$ cat config.mk
export PLATFORM = sky130hd
export DESIGN_NAME = prog_stream_gen
export DESIGN_NICKNAME = d
export VERILOG_FILES = /design/src/rtl/prog_stream_gen.sv
export SDC_FILE = /design/constraint.sdc
export NUM_CORES = 1
export LEC_CHECK = 0
export CAP_MARGIN = 20
export CELL_PAD_IN_SITES_DETAIL_PLACEMENT = 1
export CELL_PAD_IN_SITES_GLOBAL_PLACEMENT = 1
export CORE_AREA = 2 2 240 242
export CTS_CLUSTER_SIZE = 12
export DETAILED_ROUTE_END_ITERATION = 7
export DIE_AREA = 0 0 242 244
export DONT_BUFFER_PORTS = 1
export GPL_TIMING_DRIVEN = 1
export PLACE_DENSITY = 0.74
export SYNTH_ARGS = -nofsm -noshare
export SYNTH_HDL_FRONTEND = slang
export SYNTH_SLANG_ARGS = --single-unit
$ cat constraint.sdc
create_clock -name clk -period 5.63 [get_ports clk]
set_clock_uncertainty 0.15 [all_clocks]
set_input_delay 1.126 -clock clk [delete_from_list [all_inputs] [get_ports clk]]
set_output_delay 1.126 -clock clk [all_outputs]
set_load 0.1 [all_outputs]
$ cat src/rtl/prog_stream_gen.sv
// rtl/prog_stream_gen.sv - loadable program buffer streamed to the core with loops and NOP drain
module prog_stream_gen #(
  parameter int                   DEPTH      = 16,
  parameter int                   AW         = 4,
  parameter int                   WORD_SIZE  = 32,
  parameter logic [WORD_SIZE-1:0] NOP        = 32'h00000013,
  parameter int                   DRAIN_NOPS = 5
) (
  input  logic                 clk,
  input  logic                 reset,
  input  logic                 load_en,
  input  logic [AW-1:0]        load_addr,
  input  logic [WORD_SIZE-1:0] load_data,
  input  logic [AW:0]          prog_len,
  input  logic [7:0]           loop_cnt,
  input  logic                 start,
  input  logic                 instr_ready,
  output logic [WORD_SIZE-1:0] instr,
  output logic                 instr_valid,
  output logic                 busy,
  output logic                 done,
  output logic [15:0]          issue_cnt
);

  typedef enum logic [1:0] {
    S_IDLE  = 2'd0,
    S_ISSUE = 2'd1,
    S_DRAIN = 2'd2,
    S_DONE  = 2'd3
  } state_t;

  localparam logic [AW:0]   DEPTH_W    = (AW+1)'(DEPTH);
  localparam logic [AW-1:0] PC_ONE     = {{(AW-1){1'b0}}, 1'b1};
  localparam logic [7:0]    DRAIN_INIT = 8'(DRAIN_NOPS);

  logic [WORD_SIZE-1:0] mem [DEPTH];

  state_t               state_q, state_d;
  logic [AW-1:0]        pc_q, pc_d;
  logic [AW-1:0]        last_pc_q, last_pc_d;
  logic [7:0]           loops_q, loops_d;
  logic [7:0]           drain_q, drain_d;
  logic [WORD_SIZE-1:0] instr_q, instr_d;
  logic                 valid_q, valid_d;
  logic                 done_q, done_d;
  logic [15:0]          cnt_q, cnt_d;
  logic                 busy_int;
  logic                 start_ok;
  logic                 xfer;

  assign busy_int    = (state_q == S_ISSUE) || (state_q == S_DRAIN);
  assign busy        = busy_int;
  assign instr       = instr_q;
  assign instr_valid = valid_q;
  assign done        = done_q;
  assign issue_cnt   = cnt_q;

  // A start that coincides with a buffer write is dropped so the write can never race the first fetch.
  assign start_ok = start && !load_en && (prog_len != '0) && (prog_len <= DEPTH_W);
  assign xfer     = valid_q && instr_ready;

  // Program buffer: written only while idle, never cleared by reset.
  always_ff @(posedge clk) begin
    if (load_en && !busy_int) begin
      mem[load_addr] <= load_data;
    end
  end

  // State and registered output slot.
  always_ff @(posedge clk or posedge reset) begin
    if (reset) begin
      state_q   <= S_IDLE;
      pc_q      <= '0;
      last_pc_q <= '0;
      loops_q   <= '0;
      drain_q   <= '0;
      instr_q   <= NOP;
      valid_q   <= 1'b0;
      done_q    <= 1'b0;
      cnt_q     <= '0;
    end else begin
      state_q   <= state_d;
      pc_q      <= pc_d;
      last_pc_q <= last_pc_d;
      loops_q   <= loops_d;
      drain_q   <= drain_d;
      instr_q   <= instr_d;
      valid_q   <= valid_d;
      done_q    <= done_d;
      cnt_q     <= cnt_d;
    end
  end

  // Next-state, next output slot and bookkeeping counters.
  always_comb begin
    state_d   = state_q;
    pc_d      = pc_q;
    last_pc_d = last_pc_q;
    loops_d   = loops_q;
    drain_d   = drain_q;
    instr_d   = instr_q;
    valid_d   = valid_q;
    done_d    = done_q;
    cnt_d     = cnt_q;

    case (state_q)
      S_IDLE, S_DONE: begin
        instr_d = NOP;
        valid_d = 1'b0;
        if (start_ok) begin
          state_d   = S_ISSUE;
          pc_d      = '0;
          // prog_len == DEPTH has zero low bits, so the wrap yields DEPTH-1.
          last_pc_d = prog_len[AW-1:0] - PC_ONE;
          loops_d   = (loop_cnt == 8'd0) ? 8'd1 : loop_cnt;
          cnt_d     = '0;
          done_d    = 1'b0;
        end
      end

      S_ISSUE: begin
        if (!valid_q) begin
          // First slot after an accepted start.
          instr_d = mem[pc_q];
          valid_d = 1'b1;
        end else if (xfer) begin
          if (cnt_q != 16'hFFFF) begin
            cnt_d = cnt_q + 16'd1;
          end
          if (pc_q != last_pc_q) begin
            pc_d    = pc_q + PC_ONE;
            instr_d = mem[pc_q + PC_ONE];
          end else if (loops_q > 8'd1) begin
            loops_d = loops_q - 8'd1;
            pc_d    = '0;
            instr_d = mem[0];
          end else if (DRAIN_NOPS == 0) begin
            state_d = S_DONE;
            instr_d = NOP;
            valid_d = 1'b0;
            done_d  = 1'b1;
          end else begin
            state_d = S_DRAIN;
            instr_d = NOP;
            valid_d = 1'b1;
            drain_d = DRAIN_INIT;
          end
        end
      end

      S_DRAIN: begin
        if (xfer) begin
          drain_d = drain_q - 8'd1;
          if (drain_q == 8'd1) begin
            state_d = S_DONE;
            instr_d = NOP;
            valid_d = 1'b0;
            done_d  = 1'b1;
          end
        end
      end

      default: begin
        state_d = S_IDLE;
        instr_d = NOP;
        valid_d = 1'b0;
      end
    endcase
  end

endmodule
==> flow_summary_export.csv, run 1 <==
group,metric,value,unit
critical_path,r2r_slack,1.78,ns
synthesis,syn_area,27900,um^2
critical_path,crit_type,"reg2reg",
synthesis,avgSynthCellArea,17.5,um^2
clocking,cts_hold_buf,0,
min_path,holdPathEnd,"last_pc_q[0]$_DFFE_PP0P_",
critical_path,worstPathMaxFanout,130,
global_route,grt_max_degree,131,
global_route,grt.overflow.total,0,
routing,drt_iter0_drc,1250,
final_layout,area_growth_syn_to_layout,10.8,%
place,dp_hpwl,43700,um
clocking,cts_tree,"built",
critical_path,cp_top_family,"buffers and inverters",
synthesis,syn_nets,1657,
sta,rsz0062_at_grt,"no",
global_route,first_global_vias,17200,
min_path,hold_path_class,"reg2reg",
sta,tns,0,ns
final_layout,antennaDiodeCount,0,
sta,drv_slew,0,
critical_path,critPathLaunchType,"flop",
clocking,cts_setup_buffers,0,
floorplanning,ios,105,
synthesis,ys_warn_count,0,
routing,vias_per_cell,6.64,
clocking,root_buffer,"clkbuf_16",
floorplanning,die_w,242,um
floorplanning,core-area,56200,um^2
synthesis,async_reset_ff_share,12.9,%
run_status,outcome,"finished, final reports clean",
routing,drc_errors,0,
critical_path,worstPathRequired,5.92,ns
global_route,grt_usage,25.9,%
sta,worstMarginPinSlew,1.12,ns
place,place_congestion,0.762,
final_layout,layout_common_cells,"512 x edfxtp_1, 284 x mux4_2, 149 x nor2_1, 70 x nand2_1",
clocking,cts_buffers,66,
final_layout,drive_gt1_share,29.1,%
routing,avgRoutedWirePerCell,31.2,um
floorplanning,fp-row-count,87,
routing,wirelength,75000,um
job,cap_violations,0,
place,portBuffers,0,
critical_path,max_stage_delay,0.85,ns
clocking,path_clk_slew,0.06,ns
sta,relSlewSlack,25.5,%
synthesis,ys_types,65,
min_path,holdCritStartpoint,"last_pc_q[0]$_DFFE_PP0P_",
critical_path,setup.worst_path.end_class,"flop",
min_path,hold_depth,2,
routing,final_antenna_net_count,0,
final_layout,nets,1658,
sta,max_freq,260,MHz
critical_path,cp_cell_sequence,"buf_4, buf_12, mux4_2, mux2i_1, o221ai_1, nor2_1, o31ai_1",
sta,setup_viol,0,
critical_path,reg2reg_from,"pc_q[0]$_DFFE_PP0P_",
global_route,antenna_found_initial,0,
sta,fin_crit_sh,68.4,%
routing,first_pass_iters,5,
final_layout,final_common_cell,"edfxtp_1",
critical_path,arrival,4.14,ns
place,placed_area,28800,um^2
synthesis,seq_area_frac_synth,62.0,%
pwr,power.density,289,nW/um^2
critical_path,crit_buf_inv,2,
clocking,cts_max_path_buffers,3,
pwr,vdd_drop_max,0.209,mV
clocking,cts_max_level,3,
synthesis,synth_flop_cell,"edfxtp_1",
floorplanning,die_area,59000,um^2
sta,fin_crit,3.85,ns
floorplanning,start_util,49.7,%
pwr,leakagePower,0.0100,uW
final_layout,n_fill_cell,5041,
final_layout,design_area,30900,um^2
sta,hold_viol,0,
floorplanning,die_y,244,um
synthesis,synth-seq-cells,588,
clocking,cts-resized-gates,0,
synthesis,syn_inst,1594,
synthesis,synth_edf_count,512,
routing,vias,15900,
critical_path,r2r_cells,7,
sta,fin_hold_ws,0.356,ns
clocking,cts.sinks,588,
global_route,grt_pass1_wl,112000,um
critical_path,cpMaxStageDelayCell,"dfrtp_4",
place,numPlacedInstances,2281,
final_layout,final-instance-count-excl-fill,2403,
clocking,clk_latency,0.60,ns
critical_path,reg2reg_to,"instr[7]$_DFFE_PP0P_",
final_layout,finalCoreUtilization,55.0,%
[synth_stat cells, types with 16 or more instances]
cell type	instances	share of area [%]
nand2_1	71	0.96
o21ai_0	29	0.52
dfrtp_1	73	6.5
nand3_1	16	0.29
mux4_2	284	23
xnor2_1	20	0.63
edfxtp_1	512	55
o221ai_1	32	1.0
buf_2	48	0.86
a21oi_1	22	0.39
o31ai_1	24	0.65
nor3_1	43	0.77
inv_1	44	0.59
mux2i_1	39	1.4
nor2_1	161	2.2
clkbuf_1	26	0.35
[power breakdown]
group          leakage, uW  internal [uW]  switching, uW
clock              0.00102           2420           1720
combinational      0.00341           4.94           22.5
sequential         0.00562           4740              0
total               0.0100           7170           1750
[flip-flops by register name, indices dropped and copies added, names as in the netlist]
signal	count
last_pc_q	4
instr	32
pc_q	4
drain_q	8
state_q	2
mem	512
loops_q	8
issue_cnt	16
instr_valid	1
done	1
[through the flow]
step / total power [uW] / setup slack, ns
finish: 8910 / 1.78
global route: 9150 / 1.55
CTS: 8980 / 1.71
detailed placement: 4860 / 1.73
global placement: 4860 / 1.86
floorplan: 4850 / 1.25
[kinds of logic after synthesis]
group	after synthesis	synth area share (%)
flip-flops	588	62.0
AND/OR/NAND/NOR	345	5.60
AO/OA/AOI/OAI	143	3.82
adder cells (fa/ha/maj)	9	0.404
XOR/XNOR	23	0.790
buffers and inverters	158	2.90
multiplexers	328	24.5
[worst reg2reg max path: stages, from the launching register on]
cell	delay (ns)
dfrtp_4	0.85
buf_4	0.63
buf_12	0.75
mux4_2	0.66
mux2i_1	0.18
o221ai_1	0.14
nor2_1	0.22
o31ai_1	0.10
[per-layer routing]
metal | vias to the layer above | GRT usage [%] | share of wire (%)
li1 | 6525 | - | -
met5 | - | 0 | 0
met1 | 8520 | 33.0 | 37
met4 | 0 | 9.44 | 3.0
met2 | 743 | 44.4 | 51
met3 | 159 | 5.08 | 8.4
[layout make-up]
class,count,area (um^2),area share (%)
tap,756,946,3.06
clock buffer,96,1880,6.08
inverter,46,175,0.567
timing repair buffer,45,465,1.51
clock inverter,24,209,0.676
sequential,588,17300,56.0
multi-input combinational,848,9920,32.1
[worst max path at each step]
stage	from	endpoint	cells after the start	slack, ns
3_5_place_dp	prog_len[1]	loops_q[0]$_DFFE_PP0P_	8	1.73
3_3_place_gp	prog_len[0]	loops_q[0]$_DFFE_PP0P_	8	1.86
2_1_floorplan	load_en	mem[0][0]$_DFFE_PP_	3	1.25
5_1_grt	pc_q[0]$_DFFE_PP0P_	instr[7]$_DFFE_PP0P_	7	1.55
4_1_cts	pc_q[0]$_DFFE_PP0P_	instr[7]$_DFFE_PP0P_	8	1.71
6_report	pc_q[0]$_DFFE_PP0P_	instr[7]$_DFFE_PP0P_	7	1.78
(Power assumes the default switching activity.)
==> run 2: changes to the inputs <==
- PLACE_DENSITY: 0.74 -> 0.77
- clock period: 5.63 -> 3.3 ns (I/O delays scaled with it)
==> flow_summary_export.csv, run 2 (same netlist as run 1, synthesis figures left out) <==
group,metric,value,unit
routing,first_pass_iters,5,
place,place_congestion,0.796,
sta,fin_crit_sh,87.6,%
routing,vias,16500,
sta,fin_crit,2.89,ns
global_route,grt_usage,27.5,%
critical_path,setup.worst_path.end_class,"flop",
clocking,cts.sinks,588,
final_layout,area_growth_syn_to_layout,13.1,%
global_route,antenna_found_initial,3,
floorplanning,die_area,59000,um^2
floorplanning,fp-row-count,87,
floorplanning,die_y,244,um
clocking,clk_latency,0.64,ns
final_layout,nets,1723,
clocking,cts_setup_buffers,0,
sta,tns,0,ns
sta,drv_slew,0,
global_route,grt_max_degree,60,
global_route,grt_pass1_wl,119000,um
place,dp_hpwl,44900,um
floorplanning,start_util,49.7,%
clocking,cts_max_level,2,
critical_path,critPathLaunchType,"flop",
floorplanning,die_w,242,um
final_layout,layout_common_cells,"512 x edfxtp_1, 284 x mux4_2, 149 x nor2_1, 69 x nand2_1, 68 x dfrtp_1",
run_status,outcome,"finished, final reports clean",
place,numPlacedInstances,2319,
sta,hold_viol,0,
critical_path,arrival,3.24,ns
pwr,leakagePower,0.0103,uW
routing,final_antenna_net_count,0,
sta,relSlewSlack,28.7,%
floorplanning,core-area,56200,um^2
critical_path,worstPathRequired,3.65,ns
final_layout,largest_reg_flops,512,
routing,vias_per_cell,6.69,
final_layout,final_common_cell,"edfxtp_1",
global_route,grt.overflow.total,0,
sta,setup_viol,0,
clocking,cts_tree,"built",
routing,drc_errors,0,
sta,max_freq,346,MHz
critical_path,timing.critical_path.mode_cell,"nor2_1",
critical_path,cp_cell_sequence,"inv_1, ha_1, nor2_1, nor4_4, nand2b_2, buf_4, o221ai_1, nor2_1, o31ai_2",
floorplanning,ios,105,
place,portBuffers,0,
routing,wirelength,79700,um
clocking,root_buffer,"clkbuf_16",
final_layout,drive_gt1_share,29.3,%
pwr,power.density,474,nW/um^2
job,cap_violations,0,
global_route,first_global_vias,17900,
critical_path,cpMaxStageDelayCell,"buf_4",
final_layout,regMostFlops,"mem",
routing,drt_iter0_drc,1671,
sta,rsz0062_at_grt,"no",
clocking,cts_max_path_buffers,3,
final_layout,final-instance-count-excl-fill,2467,
critical_path,worstPathMaxFanout,27,
sta,worstMarginPinSlew,1.07,ns
clocking,cts_buffers,61,
clocking,path_clk_slew,0.06,ns
routing,avgRoutedWirePerCell,32.3,um
pwr,vdd_drop_max,0.439,mV
min_path,hold_path_class,"in2reg",
critical_path,crit_type,"reg2reg",
critical_path,max_stage_delay,0.57,ns
==> run 2: worst max-delay path: cells and delay by family, from the launching register on <==
family                   cells  cell delay, ns
AND/OR/NAND/NOR              4            0.91
buffers and inverters        2            0.68
flip-flops                   1            0.46
AO/OA/AOI/OAI                2            0.28
adder cells (fa/ha/maj)      1            0.23
==> run 2: where the power goes <==
part	total, uW	leakage (uW)	internal [uW]	switching, uW
combinational	167	0.00381	38.5	128
sequential	8080	0.00562	8080	0
clock	6690	0.000916	3760	2920
total	14900	0.0103	11900	3050
==> run 2: final cells by class <==
| type | count | area, um^2 |
|---|---|---|
| well taps | 756 | 946 |
| clock inverters | 23 | 210 |
| multi-input cells | 848 | 9950 |
| inverters | 46 | 174 |
| fillers | 5084 | 24600 |
| clock buffers | 90 | 1690 |
| repair buffers | 115 | 1270 |
| flip-flops and latches | 588 | 17300 |
| diodes | 1 | 2.50 |
==> run 2: final timing paths <==
path | start | slack, ns | end | cells past startpoint
setup / recovery | loops_q[0]$_DFFE_PP0P_ | 0.41 | instr[11]$_DFFE_PP0P_ | 9
setup reg to reg | loops_q[0]$_DFFE_PP0P_ | 0.41 | instr[11]$_DFFE_PP0P_ | 9
min in group asynchronous | reset | 0.46 | issue_cnt[11]$_DFFE_PP0P_ | 2
max in group asynchronous | reset | 1.68 | pc_q[1]$_DFFE_PP0P_ | 3
hold / removal | loop_cnt[1] | 0.06 | loops_q[1]$_DFFE_PP0P_ | 2
hold reg to reg | drain_q[6]$_DFFE_PP0P_ | 0.35 | drain_q[6]$_DFFE_PP0P_ | 1
==> run 2: metal layers <==
layer  track usage (%)  part of all wire, %  vias up
met5                 0                0.034        -
met4              10.3                  3.7        4
met3              6.21                  9.7      219
met2              45.9                   50      930
met1              35.4                   37     8690
li1                  -                    -     6660
==> run 2: metrics by stage <==
step	area, um^2	setup slack (ns)	utilization (%)	hold slack [ns]	total power (uW)
after floorplan	27900	0.145	-	0.296	8270
after global placement	29300	0.494	52.2	0.322	8290
after detailed placement	29300	0.462	52.2	0.351	8290
after CTS	31500	0.442	56.2	0.0339	15000
after global routing	31500	0.287	56.2	0.0681	15300
final	31500	0.410	56.2	0.0649	14900
==> run 2: repair_timing <==
action | in CTS | in global routing
resized for setup | 0 | 0
hold buffers | 34 | 0
endpoints found under the hold margin | 545 | 0
endpoints found under the setup margin | 0 | 0
==> run 3: changes to the inputs <==
--- a/config.mk
+++ b/config.mk
@@ -14,5 +14,5 @@
 export DIE_AREA = 0 0 242 244
 export DONT_BUFFER_PORTS = 1
-export GPL_TIMING_DRIVEN = 1
+export GPL_TIMING_DRIVEN = 0
 export PLACE_DENSITY = 0.77
 export SYNTH_ARGS = -nofsm -noshare
==> constraint.sdc (replaced) <==
create_clock -name clk -period 3.3 [get_ports clk]
set_clock_uncertainty 0.15 [all_clocks]
set_input_delay 0.165 -clock clk [delete_from_list [all_inputs] [get_ports clk]]
set_output_delay 0.165 -clock clk [all_outputs]
set_load 0.1 [all_outputs]
==> flow_summary_export.csv, run 3 (same netlist as run 1, synthesis figures left out) <==
group,metric,value,unit
run_status,outcome,"finished, final reports clean",
sta,hold_viol,0,
pwr,p_switching,3050,uW
pwr,internal_power,12100,uW
place,place_congestion,0.843,
clocking,path_clk_slew,0.06,ns
pwr,p_seq_share,53.3,%
global_route,grt_pass1_wl,131000,um
clocking,cts_buffers,66,
final_layout,nets,1814,
final_layout,drive_gt1_share,29.4,%
routing,final_antenna_net_count,0,
min_path,hold_path_class,"in2reg",
global_route,grt.overflow.total,0,
final_layout,layout_common_cells,"512 x edfxtp_1, 284 x mux4_2, 149 x nor2_1, 73 x dfrtp_1, 71 x nand2_1",
sta,fin_hold_ws,0.0221,ns
global_route,grt_usage,31.0,%
place,portBuffers,0,
sta,fin_crit_sh,96.5,%
critical_path,crit_type,"reg2reg",
critical_path,worstPathRequired,3.46,ns
place,dp_hpwl,58800,um
critical_path,critPathLaunchType,"flop",
critical_path,arrival,3.35,ns
final_layout,n_fill_cell,5009,
sta,relSlewSlack,28.8,%
routing,avgRoutedWirePerCell,35.2,um
routing,vias_per_cell,6.90,
floorplanning,start_util,49.7,%
floorplanning,die_w,242,um
clocking,cts_tree,"built",
clocking,cts.sinks,588,
final_layout,final_common_cell,"edfxtp_1",
sta,setup_viol,0,
global_route,first_global_vias,18800,
job,cap_violations,0,
clocking,cts_max_path_buffers,3,
sta,drv_slew,0,
floorplanning,die_y,244,um
pwr,leakagePower,0.0107,uW
routing,drt_iter0_drc,2217,
floorplanning,fp-row-count,87,
sta,max_freq,314,MHz
clocking,cts_max_level,3,
global_route,grt_max_degree,51,
pwr,combPwrFrac,1.3,%
routing,drc_errors,0,
critical_path,setup.worst_path.end_class,"flop",
critical_path,worstPathMaxFanout,12,
routing,wirelength,89800,um
final_layout,area_growth_syn_to_layout,15.9,%
pwr,power.density,469,nW/um^2
sta,layout_setup_ws,0.114,ns
final_layout,regMostFlops,"mem",
sta,rsz0062_at_grt,"no",
floorplanning,core-area,56200,um^2
place,pre_cts_ws,-0.258,ns
final_layout,largest_reg_flops,512,
routing,first_pass_iters,5,
pwr,vdd_drop_max,0.455,mV
floorplanning,ios,105,
sta,worstMarginPinSlew,1.07,ns
clocking,clk_latency,0.61,ns
floorplanning,die_area,59000,um^2
global_route,antenna_found_initial,2,
sta,fin_crit,3.19,ns
pwr,switching_share,20.1,%
pwr,pwr-share-clk,45.4,%
routing,vias,17600,
clocking,root_buffer,"clkbuf_16",
## run 3: cell count changes in the layout (fill, tap and decap cells not counted), sizes merged
cell           previous run  this run
buf                      81       116
bufinv                    3         2
clkbuf                   90       120
clkdlybuf4s15             0         2
clkinv                   19        15
clkinvlp                  2         1
diode                     1         4
dlygate4sd3              34        57
## run 3: path summary, 6_finish.rpt
path                                         from                      to  slack, ns  cells after the start
setup / recovery           state_q[0]$_DFFE_PP0P_    mem[2][24]$_DFFE_PP_       0.11                      8
hold / removal                        instr_ready  drain_q[1]$_DFFE_PP0P_       0.02                      4
setup reg to reg           state_q[0]$_DFFE_PP0P_    mem[2][24]$_DFFE_PP_       0.11                      8
hold reg to reg            drain_q[6]$_DFFE_PP0P_  drain_q[6]$_DFFE_PP0P_       0.33                      1
max in group asynchronous                   reset    instr[0]$_DFFE_PP1P_       2.12                      4
min in group asynchronous                   reset   instr[17]$_DFFE_PP0P_       0.50                      4
## run 3: layer usage
layer | up-vias | GRT usage [%] | share of wire (%)
met4 | 2 | 14.1 | 4.5
met3 | 255 | 8.33 | 10
met5 | - | 0 | 0.012
met1 | 9378 | 39.9 | 37
met2 | 1137 | 49.7 | 48
li1 | 6848 | - | -
## run 3: stage by stage
step	std cells	setup TNS, ns	utilization, %	power [uW]	area (um^2)
2_1_floorplan	1594	0	-	8270	27900
6_report	2554	0	57.6	15200	32300
5_1_grt	2550	0	57.6	15500	32300
3_5_place_dp	2381	-2.07	53.0	8290	29700
3_3_place_gp	2350	-936.75	51.4	8280	28900
4_1_cts	2549	0	57.5	15200	32300
## run 3: worst max-delay path, cell delays in order, from the launching register on
cell and delay (ns):
dfrtp_1 0.37, inv_1 0.07, ha_1 0.42, nand2_1 0.14, nor2_1 0.11, nand2_1 0.29
nor3_4 0.90, buf_16 0.25, buf_16 0.17
## run 3: final cells by class
cell class	count	area [um^2]	area share, %
Inverter	46	175	0.542
Buffer	111	652	2.02
Clock inverter	17	151	0.468
Timing Repair Buffer	90	1370	4.22
Sequential cell	588	17300	53.4
Tap cell	756	946	2.93
Antenna cell	4	10.0	0.0310
Multi-Input combinational cell	848	9940	30.7
Clock buffer	94	1820	5.62
## run 3: power by group through the flow
stage,Clock (uW),Combinational (uW),Sequential (uW)
2_1_floorplan,0,25.8,8240
3_3_place_gp,0,36.9,8240
3_5_place_dp,0,47.2,8240
4_1_cts,6950,193,8090
5_1_grt,7240,213,8080
6_report,6890,196,8090
## run 3: repair_timing
item	CTS	global route
hold buffers	58	0
endpoints found under the setup margin	14	14
endpoints found under the hold margin	678	0
pin swaps	0	1
gates resized for setup	7	3
setup buffers	0	1
